File: config.mk
export PLATFORM = sky130hd
export DESIGN_NAME = mem_stream_reader
export DESIGN_NICKNAME = d
export VERILOG_FILES = /design/src/rtl/mem_stream_reader_pkg.sv /design/src/rtl/mem_stream_fifo2.sv /design/src/rtl/mem_stream_reader.sv
export SDC_FILE = /design/constraint.sdc
export NUM_CORES = 1
export LEC_CHECK = 0
export CAP_MARGIN = 15
export CORE_MARGIN = 1.5
export CORE_UTILIZATION = 50
export DETAILED_ROUTE_END_ITERATION = 12
export GPL_ROUTABILITY_DRIVEN = 0
export PLACE_DENSITY = 0.85
export SLEW_MARGIN = 25
export SYNTH_ARGS = -nofsm -noshare
export SYNTH_HDL_FRONTEND = slang
export SYNTH_HIERARCHICAL = 1
export SYNTH_SLANG_ARGS = --single-unit
File: constraint.sdc
create_clock -name clk -period 2.4 [get_ports clk]
set_input_delay 0.48 -clock clk [delete_from_list [all_inputs] [get_ports clk]]
set_output_delay 0.48 -clock clk [all_outputs]
set_load 0.02 [all_outputs]
File: src/rtl/mem_stream_reader_pkg.sv
// rtl/mem_stream_reader_pkg.sv - shared constants, FSM encoding and helpers for mem_stream_reader
package mem_stream_reader_pkg;

  localparam int MSR_ADDR_W_DEFAULT = 11;
  localparam int MSR_DATA_W_DEFAULT = 8;

  typedef enum logic [1:0] {
    ST_IDLE  = 2'd0,
    ST_READ  = 2'd1,
    ST_DRAIN = 2'd2
  } msr_state_e;

  // Bytes issued but not yet accepted, treating a beat that transfers this cycle as accepted.
  function automatic logic [1:0] msr_outstanding(input logic       inflight,
                                                 input logic [1:0] count,
                                                 input logic       pop);
    return {1'b0, inflight} + count - {1'b0, pop};
  endfunction

endpackage

File: src/rtl/mem_stream_fifo2.sv
// rtl/mem_stream_fifo2.sv - two-entry FIFO buffering read data ahead of the output stream
module mem_stream_fifo2 #(
  parameter int W = 9
) (
  input  logic         clk,
  input  logic         rst_n,
  input  logic         push,
  input  logic [W-1:0] push_data,
  input  logic         pop,
  output logic [W-1:0] head,
  output logic         full,
  output logic         empty,
  output logic [1:0]   count
);

  logic [W-1:0] slot_q [2];
  logic         wr_ptr_q, wr_ptr_d;
  logic         rd_ptr_q, rd_ptr_d;
  logic [1:0]   count_q, count_d;

  always_comb begin
    wr_ptr_d = wr_ptr_q ^ push;
    rd_ptr_d = rd_ptr_q ^ pop;
    count_d  = count_q + {1'b0, push} - {1'b0, pop};
  end

  always_ff @(posedge clk or negedge rst_n) begin
    if (!rst_n) begin
      slot_q[0] <= '0;
      slot_q[1] <= '0;
      wr_ptr_q  <= 1'b0;
      rd_ptr_q  <= 1'b0;
      count_q   <= 2'd0;
    end else begin
      if (push) begin
        slot_q[wr_ptr_q] <= push_data;
      end
      wr_ptr_q <= wr_ptr_d;
      rd_ptr_q <= rd_ptr_d;
      count_q  <= count_d;
    end
  end

  assign head  = slot_q[rd_ptr_q];
  assign full  = (count_q == 2'd2);
  assign empty = (count_q == 2'd0);
  assign count = count_q;

endmodule

File: src/rtl/mem_stream_reader.sv
// rtl/mem_stream_reader.sv - burst reader from a 1-cycle-latency memory port to a byte stream (MEM_STREAM_CSUM_EN adds csum)
module mem_stream_reader
  import mem_stream_reader_pkg::*;
#(
  parameter int ADDR_W = MSR_ADDR_W_DEFAULT,
  parameter int DATA_W = MSR_DATA_W_DEFAULT
) (
  input  logic              clk,
  input  logic              rst_n,
  input  logic              start,
  input  logic [ADDR_W-1:0] start_addr,
  input  logic [ADDR_W-1:0] length,
  output logic              busy,
  output logic              done,
  output logic              mem_enb,
  output logic [ADDR_W-1:0] mem_addrb,
  input  logic [DATA_W-1:0] mem_doutb,
  output logic              m_valid,
  output logic [DATA_W-1:0] m_data,
  output logic              m_last,
  input  logic              m_ready
`ifdef MEM_STREAM_CSUM_EN
  ,
  output logic [DATA_W-1:0] csum
`endif
);

  localparam logic [ADDR_W-1:0] ONE = ADDR_W'(1);

  msr_state_e        state_q, state_d;
  logic [ADDR_W-1:0] addr_q, addr_d;
  logic [ADDR_W-1:0] rem_q, rem_d;
  logic              inflight_q, inflight_d;
  logic              inflight_last_q, inflight_last_d;
  logic              done_q, done_d;
  logic              issue;

  logic [DATA_W:0]   fifo_head;
  logic              fifo_full;
  logic              fifo_empty;
  logic [1:0]        fifo_count;
  logic              pop;
  logic              head_last;
  logic [1:0]        outstanding;

  assign pop         = m_valid && m_ready;
  assign head_last   = fifo_head[DATA_W];
  assign outstanding = msr_outstanding(inflight_q, fifo_count, pop);

  always_comb begin
    state_d         = state_q;
    addr_d          = addr_q;
    rem_d           = rem_q;
    done_d          = 1'b0;
    issue           = 1'b0;
    case (state_q)
      ST_IDLE: begin
        if (start) begin
          addr_d = start_addr;
          rem_d  = length;
          if (length == '0) begin
            done_d = 1'b1;
          end else begin
            state_d = ST_READ;
          end
        end
      end
      ST_READ: begin
        // Full-without-pop already implies two outstanding; the guard keeps the FIFO safe by construction.
        if ((outstanding < 2'd2) && !(fifo_full && !pop)) begin
          issue  = 1'b1;
          addr_d = addr_q + ONE;
          rem_d  = rem_q - ONE;
          if (rem_q == ONE) begin
            state_d = ST_DRAIN;
          end
        end
      end
      ST_DRAIN: begin
        if (pop && head_last) begin
          state_d = ST_IDLE;
          done_d  = 1'b1;
        end
      end
      default: state_d = ST_IDLE;
    endcase
    inflight_d      = issue;
    inflight_last_d = issue && (rem_q == ONE);
  end

  always_ff @(posedge clk or negedge rst_n) begin
    if (!rst_n) begin
      state_q         <= ST_IDLE;
      addr_q          <= '0;
      rem_q           <= '0;
      inflight_q      <= 1'b0;
      inflight_last_q <= 1'b0;
      done_q          <= 1'b0;
    end else begin
      state_q         <= state_d;
      addr_q          <= addr_d;
      rem_q           <= rem_d;
      inflight_q      <= inflight_d;
      inflight_last_q <= inflight_last_d;
      done_q          <= done_d;
    end
  end

  // Read data lands one cycle after issue; the last flag travels with it.
  mem_stream_fifo2 #(
    .W(DATA_W + 1)
  ) u_fifo (
    .clk      (clk),
    .rst_n    (rst_n),
    .push     (inflight_q),
    .push_data({inflight_last_q, mem_doutb}),
    .pop      (pop),
    .head     (fifo_head),
    .full     (fifo_full),
    .empty    (fifo_empty),
    .count    (fifo_count)
  );

  assign busy      = (state_q != ST_IDLE);
  assign done      = done_q;
  assign mem_enb   = issue;
  assign mem_addrb = addr_q;
  assign m_valid   = !fifo_empty;
  assign m_data    = fifo_empty ? '0 : fifo_head[DATA_W-1:0];
  assign m_last    = !fifo_empty && head_last;

`ifdef MEM_STREAM_CSUM_EN
  logic [DATA_W-1:0] csum_q, csum_d;

  always_comb begin
    csum_d = csum_q;
    if ((state_q == ST_IDLE) && start) begin
      csum_d = '0;
    end else if (pop) begin
      csum_d = csum_q + m_data;
    end
  end

  always_ff @(posedge clk or negedge rst_n) begin
    if (!rst_n) begin
      csum_q <= '0;
    end else begin
      csum_q <= csum_d;
    end
  end

  assign csum = csum_q;
`endif

endmodule

* Word-level counts from Yosys, hierarchy flattened *
Cells that the tools add are included.

storage, ports and cells
  logic and storage cells = 74
  register bits after elaboration = 49
  input port bits = 34

operators by class
  muxes and demuxes = 25
  add/sub/neg operators = 4
  reduce and logical (&&, ||, !) cells = 17
  bitwise gates (word level) = 4
  equality and inequality tests = 9
  order comparisons = 4

operators by type and width
  operator               count
  $mux 11                4
  $pmux 11 s2            2
  $mux 9                 4
  $bwmux 18              1
  $add 11x1->11 const B  1
  $eq 11x1->1 const B    1
  $logic_not 11->1       1
  $sub 11x1->11 const B  1
  $mux 2                 5
  $ne 2x2->1 const B     5
  $demux 9 s1            1
  $mux 8                 1
  $logic_and 1x1->1      7
  $pmux 2 s3             1
  $mux 1                 5
  $reduce_and 5->1       1
  $eq 2x2->1 const B     2
  $ge 2x2->1 const B     2
  $logic_not 2->1        2
  $not 1->2              2
  $reduce_bool 2->1      2
  $logic_not 1->1        3
  $reduce_and 3->1       1
  $add 2x1->2            1
  other kinds (6)        7

* Depth between registers and ports, before layout *
Gate-level depths: netlist of the first run.

  depth in word-level cells = 10
  depth in mapped cells = 9
  mapped depth without buffers = 7

* Hierarchy *
The synthesis of the first run kept the hierarchy.

by module, submodules not included
  module             area each (um^2)  times used  sequential area each (um^2)  cells an instance
  mem_stream_reader  1786.7            1           675.6                        208
  mem_stream_fifo2   1097.3            1           550.5                        64

* Worst setup path before layout of the first run *
OpenSTA, ideal clock, no wires.

  kind = register to output
  start = register u_fifo.count_q[1], in the netlist u_fifo/count[1]
  end = output port mem_enb
  arrival = 1492 ps
  path buffers = 2
  required time = 1920 ps
  stages on the path, launching flop included = 8
  setup slack = 428 ps
  cell sequence = dfrtp_1 -> nor2_1 -> nor2b_1 -> buf_2 -> o211ai_2 -> o21ai_2 -> inv_2 -> buf_4

between the ends
  longest elaborated chain between the ends = 9
  elaborated cells on any way between the ends = 13
  classes of those cells = add/sub: 2; order compare: 1; eq/ne: 1; mux: 2; reduce/logical: 7

ends and longest elaborated chain
  what                                                                 line                      RTL
  start: declaration                                                   mem_stream_fifo2.sv:19    logic [1:0] count_q, count_d;
  start signal: assignment                                             mem_stream_fifo2.sv:40    count_q <= count_d;
  $logic_not 2->1 *                                                    mem_stream_fifo2.sv:46    assign empty = (count_q == 2'd0);
  via fifo_empty                                                       mem_stream_reader.sv:40   logic fifo_empty;
  $logic_not 1->1 *                                                    mem_stream_reader.sv:128  assign m_valid = !fifo_empty;
  $logic_and 1x1->1 *                                                  mem_stream_reader.sv:46   assign pop = m_valid && m_ready;
  via pop                                                              mem_stream_reader.sv:42   logic pop;
  parallel branches: the longest is 3 deep, another holds $sub 2x1->2  n/a
  $logic_and 1x1->1 *                                                  mem_stream_reader.sv:70   if ((outstanding < 2'd2) && !(fifo_full && !pop)) begin
  $mux 1 *                                                             mem_stream_reader.sv:70
  $mux 1 *                                                             mem_stream_reader.sv:56   case (state_q)
  end: declaration                                                     mem_stream_reader.sv:15   output logic mem_enb,

Mark *: on every way through the listed nets, which the timed path passes.

* Worst setup path in the final report of the first run *
  start = register u_fifo.rd_ptr_q
  end = output port m_data[1]

between the ends
  longest elaborated chain between the ends = 5

ends and longest elaborated chain
  what                                        line                      RTL
  start: declaration                          mem_stream_fifo2.sv:18    logic rd_ptr_q, rd_ptr_d;
  start signal: assignment                    mem_stream_fifo2.sv:39    rd_ptr_q <= rd_ptr_d;
  $not 1->2 (not written as such)             mem_stream_fifo2.sv:44    assign head = slot_q[rd_ptr_q];
  $mux 9 (not written as such) (3 in series)  mem_stream_fifo2.sv:44
  via fifo_head[1]                            mem_stream_reader.sv:38   logic [DATA_W:0] fifo_head;
  $mux 8                                      mem_stream_reader.sv:129  assign m_data = fifo_empty ? '0 : fifo_head[DATA_W-1:0];
  end: declaration                            mem_stream_reader.sv:19   output logic [DATA_W-1:0] m_data,

The timed path passes the listed nets, and every way through them passes these cells. The select of a mux whose other input is x is not followed.

==> impl_summary.txt, run 1 <==
----------------------------------------------------
[Critical path]
  Worst Path Buf+Inv ... 1
  Cell type of the slowest stage on the worst timing path ... dfrtp_2
  Chain of cells forming the critical path ... mux2_4 -> nor2b_1 -> clkdlybuf4s50_1
  Crit. End Element ... primary output
  Startpoint kind of the worst setup timing path ... flop
  Max incr delay on CP ... 0.56 ns
  Cell type group with the largest total delay on the critical path ... flip-flops
  Data required time of the critical path ... 1.92 ns
  Largest fanout on the critical path ... 10
  Critical path arrival ... 1.85 ns
  Critical path start-end classification ... reg2out

[Final layout]
  Antenna cell count ... 0
  Layout-stage area growth over the synthesis result ... 30.8%
  Final cell count without fillers ... 418
  Final core utilization ... 68.1%
  Final Net Count ... 386
  Area of the multi-input gates ... 1550 um2
  Total area of sequential cells ... 1230 um2
  Number of fillers in the final layout ... 413
  Ratio of cells with drive above 1 in the final layout ... 21.1%

[Placement]
  Worst-case setup slack after placement ... -0.389 ns
  HPWL Detailed ... 5200 um
  Total placed cells including tap cells ... 409
  Port bufs ... 57

[Global route]
  GRT Util Overall ... 24.2%
  Initial antenna violation count ... 0
  Vias in the first global route ... 2,410
  Largest net degree at the start of global routing ... 25
  Total congestion overflow after global routing ... 0
  Global-route wire length before repair ... 11,800 um

[Synthesis]
  Portion of the post-synthesis area used by sequential elements ... 42.5%
  Top-area cell type share of the netlist area ... 42.5%
  Most common cell in the netlist ... dfrtp_1
  Net count after synthesis ... 313
  EDFF count, synth ... 0
  Fraction of synthesis flops using an asynchronous set or reset pin ... 100%
  Cell count after synthesis ... 272
  Dominant cell type by area after synthesis ... dfrtp_1
  Main flop type after synthesis ... dfrtp_1
  Post-synthesis cell type count ... 55
  Synthesis-stage register bit count ... 49
  Most common library cells after synthesis ... 49 x dfrtp_1, 27 x mux2_4, 24 x nor2_1, 18 x nand2_1, 14 x nor2b_1
  Top area cells in the synthesized netlist ... dfrtp_1 43%, mux2_4 14%, nor2_1 3.1%
  Mean Syn Cell Area ... 10.6 um2
  YS warnings ... 6
  Cell area after synthesis ... 2880 um2

[Detailed routing]
  Overall via count from detail_route ... 2,517
  Post-DRT Antenna Nets ... 0
  Iteration-0 DRC Markers ... 142
  Detailed-route wire length ... 7220 um
  Post-detailed-route wirelength per cell ... 17.3 um
  Post-DR vias/cell ... 6.02
  Number of detailed-route iterations in the first pass ... 5
  DRC violations left ... 0

[Power]
  Power per cell area ... 1450 nW/um2
  Final Power ... 5.48 mW
  Maximum ir drop on the vdd rail ... 0.000768 V
  Leakage ... 1.63 nW

[STA]
  Number of pins with negative max-slew slack in the final report ... 0
  Transition at the pin with the smallest max-transition slack ... 0.659 ns
  Max-Slew Margin vs Limit ... 56.1%
  Unrepaired setup endpoints after global routing ... false
  Setup slack of the critical path after layout ... 0.0704 ns
  Max Clock Skew ... 0.0101 ns
  Number of failing hold endpoints at the final stage ... 0
  Final cycle utilization of the critical path ... 97.1%
  Total negative setup slack ... 0 ns
  Count of final setup violators ... 0
  Post-route minimum period ... 2.33 ns
  Peak Freq ... 429 MHz

[Floorplan]
  Chip Height ... 78.9 um
  Boundary pin count ... 58
  Chip Width ... 78.9 um
  Number of standard-cell rows in the floorplan ... 27
  Die footprint ... 6230 um2
  Starting density of the core ... 52.1%
  Floorplan Core Area ... 5540 um2

[CTS]
  TritonCTS clock tree ... built
  Clk root buf ... clkbuf_8
  Maximum buffer depth of the clock tree ... 2
  Clock sink total ... 49
  H-tree depth reported by CTS ... 2
  Clock latency at the later pin of the worst-skew pair ... 0.31 ns
  Clock transition at the registers of the reported paths ... 0.09 ns
  Num CTS Buffers ... 5

[Run]
  Number of maximum-capacitance violations ... 0

[Status]
  Outcome ... finished, final reports clean

[Hold path]
  Worst min-delay path class ... in2async

----------------------------------------------------
[report_power, final]
part	internal [mW]	total [mW]	switching, mW
Sequential	1.21	1.64	0.430
Combinational	1.69	3.24	1.55
Clock	0.312	0.601	0.289
[layout make-up]
| class | instances | area share, % |
|---|---|---|
| clock buffers | 5 | 1.82 |
| repair buffers | 81 | 19.8 |
| clock inverters | 3 | 1.23 |
| multi-input cells | 196 | 41.1 |
| flip-flops and latches | 49 | 32.5 |
| well taps | 72 | 2.39 |
| inverters | 12 | 1.19 |
[state kept, by name, indices dropped and copies added, names as in the netlist]
name and cells:
rem_q 11, u_fifo/wr_ptr_q 1, u_fifo/count 2, u_fifo/rd_ptr_q 1, inflight_last_q 1, u_fifo/slot_q 18
mem_addrb 11, done 1, inflight_q 1, state_q 2
[through the flow]
step | hold WS (ns) | cell area, um2
after floorplan | 0.184 | 2880
after global placement | 0.373 | 3630
after detailed placement | 0.383 | 3630
after global routing | 0.0604 | 3770
after CTS | 0.0451 | 3770
final | 0.0453 | 3770
[worst paths after layout]
check | start | to | slack, ns | cells past startpoint
setup / recovery | u_fifo/rd_ptr_q | m_data[1] | 0.07 | 3
hold / removal | rst_n | u_fifo/slot_q[2] | 0.05 | 1
setup reg to reg | u_fifo/count[0] | rem_q[9] | 0.37 | 9
hold reg to reg | u_fifo/slot_q[6] | u_fifo/slot_q[6] | 0.52 | 1
max in group asynchronous | rst_n | u_fifo/rd_ptr_q | 1.72 | 2
min in group clk | u_fifo/slot_q[6] | u_fifo/slot_q[6] | 0.52 | 1
[logic make-up after synthesis]
family                     Yosys count  synth area share [%]
and+or+nand+nor                     94                  17.4
AOI/OAI and AO/OA                   66                  17.3
DFF                                 49                  42.5
buffers and inverters               27                  4.56
muxes                               27                  14.1
adders and majority gates            7                  3.04
xor gates and xnor gates             2                  1.13
[cells in the final DEF (no fill, tap or decap), types with 3 or more instances in the layout]
master / n
clkdlybuf4s50_1: 53
dfrtp_1: 48
mux2_4: 27
buf_4: 24
nor2_1: 23
nand2_1: 18
nor2b_1: 13
inv_1: 11
a21oi_1: 10
o21ai_0: 8
nand3_1: 7
nand4_1: 7
ha_1: 7
nor3_1: 6
o211ai_1: 5
a211oi_1: 5
o22ai_1: 5
clkbuf_8: 5
nor4_1: 4
a31oi_1: 3
a2bb2oi_1: 3
[metal layers]
metal	GRT usage [%]	vias to the layer above	wire length, um	share of wire, %
met1	30.9	1195	3010	42
met5	0	-	0	0
met2	41.7	142	3560	49
met4	8.77	0	194	2.7
li1	-	1161	-	-
met3	3.79	19	466	6.5
[repair_timing]
item                                    4_1_cts  5_1_grt
pin swaps                                     0        1
setup buffers                                 0        1
gates resized for setup                       9        3
hold buffers                                  0        0
endpoints found under the setup margin       10        8
Note: power is estimated with default switching activity, not from simulation.
==> inputs of run 2 (changes only) <==
--- a/config.mk
+++ b/config.mk
@@ -11,7 +11,7 @@
 export DETAILED_ROUTE_END_ITERATION = 12
 export GPL_ROUTABILITY_DRIVEN = 0
 export PLACE_DENSITY = 0.85
-export SLEW_MARGIN = 25
+export SLEW_MARGIN = 20
 export SYNTH_ARGS = -nofsm -noshare
 export SYNTH_HDL_FRONTEND = slang
 export SYNTH_HIERARCHICAL = 1
==> results of run 2 <==
Final layout, timing and power as in run 1 (identical DEF).
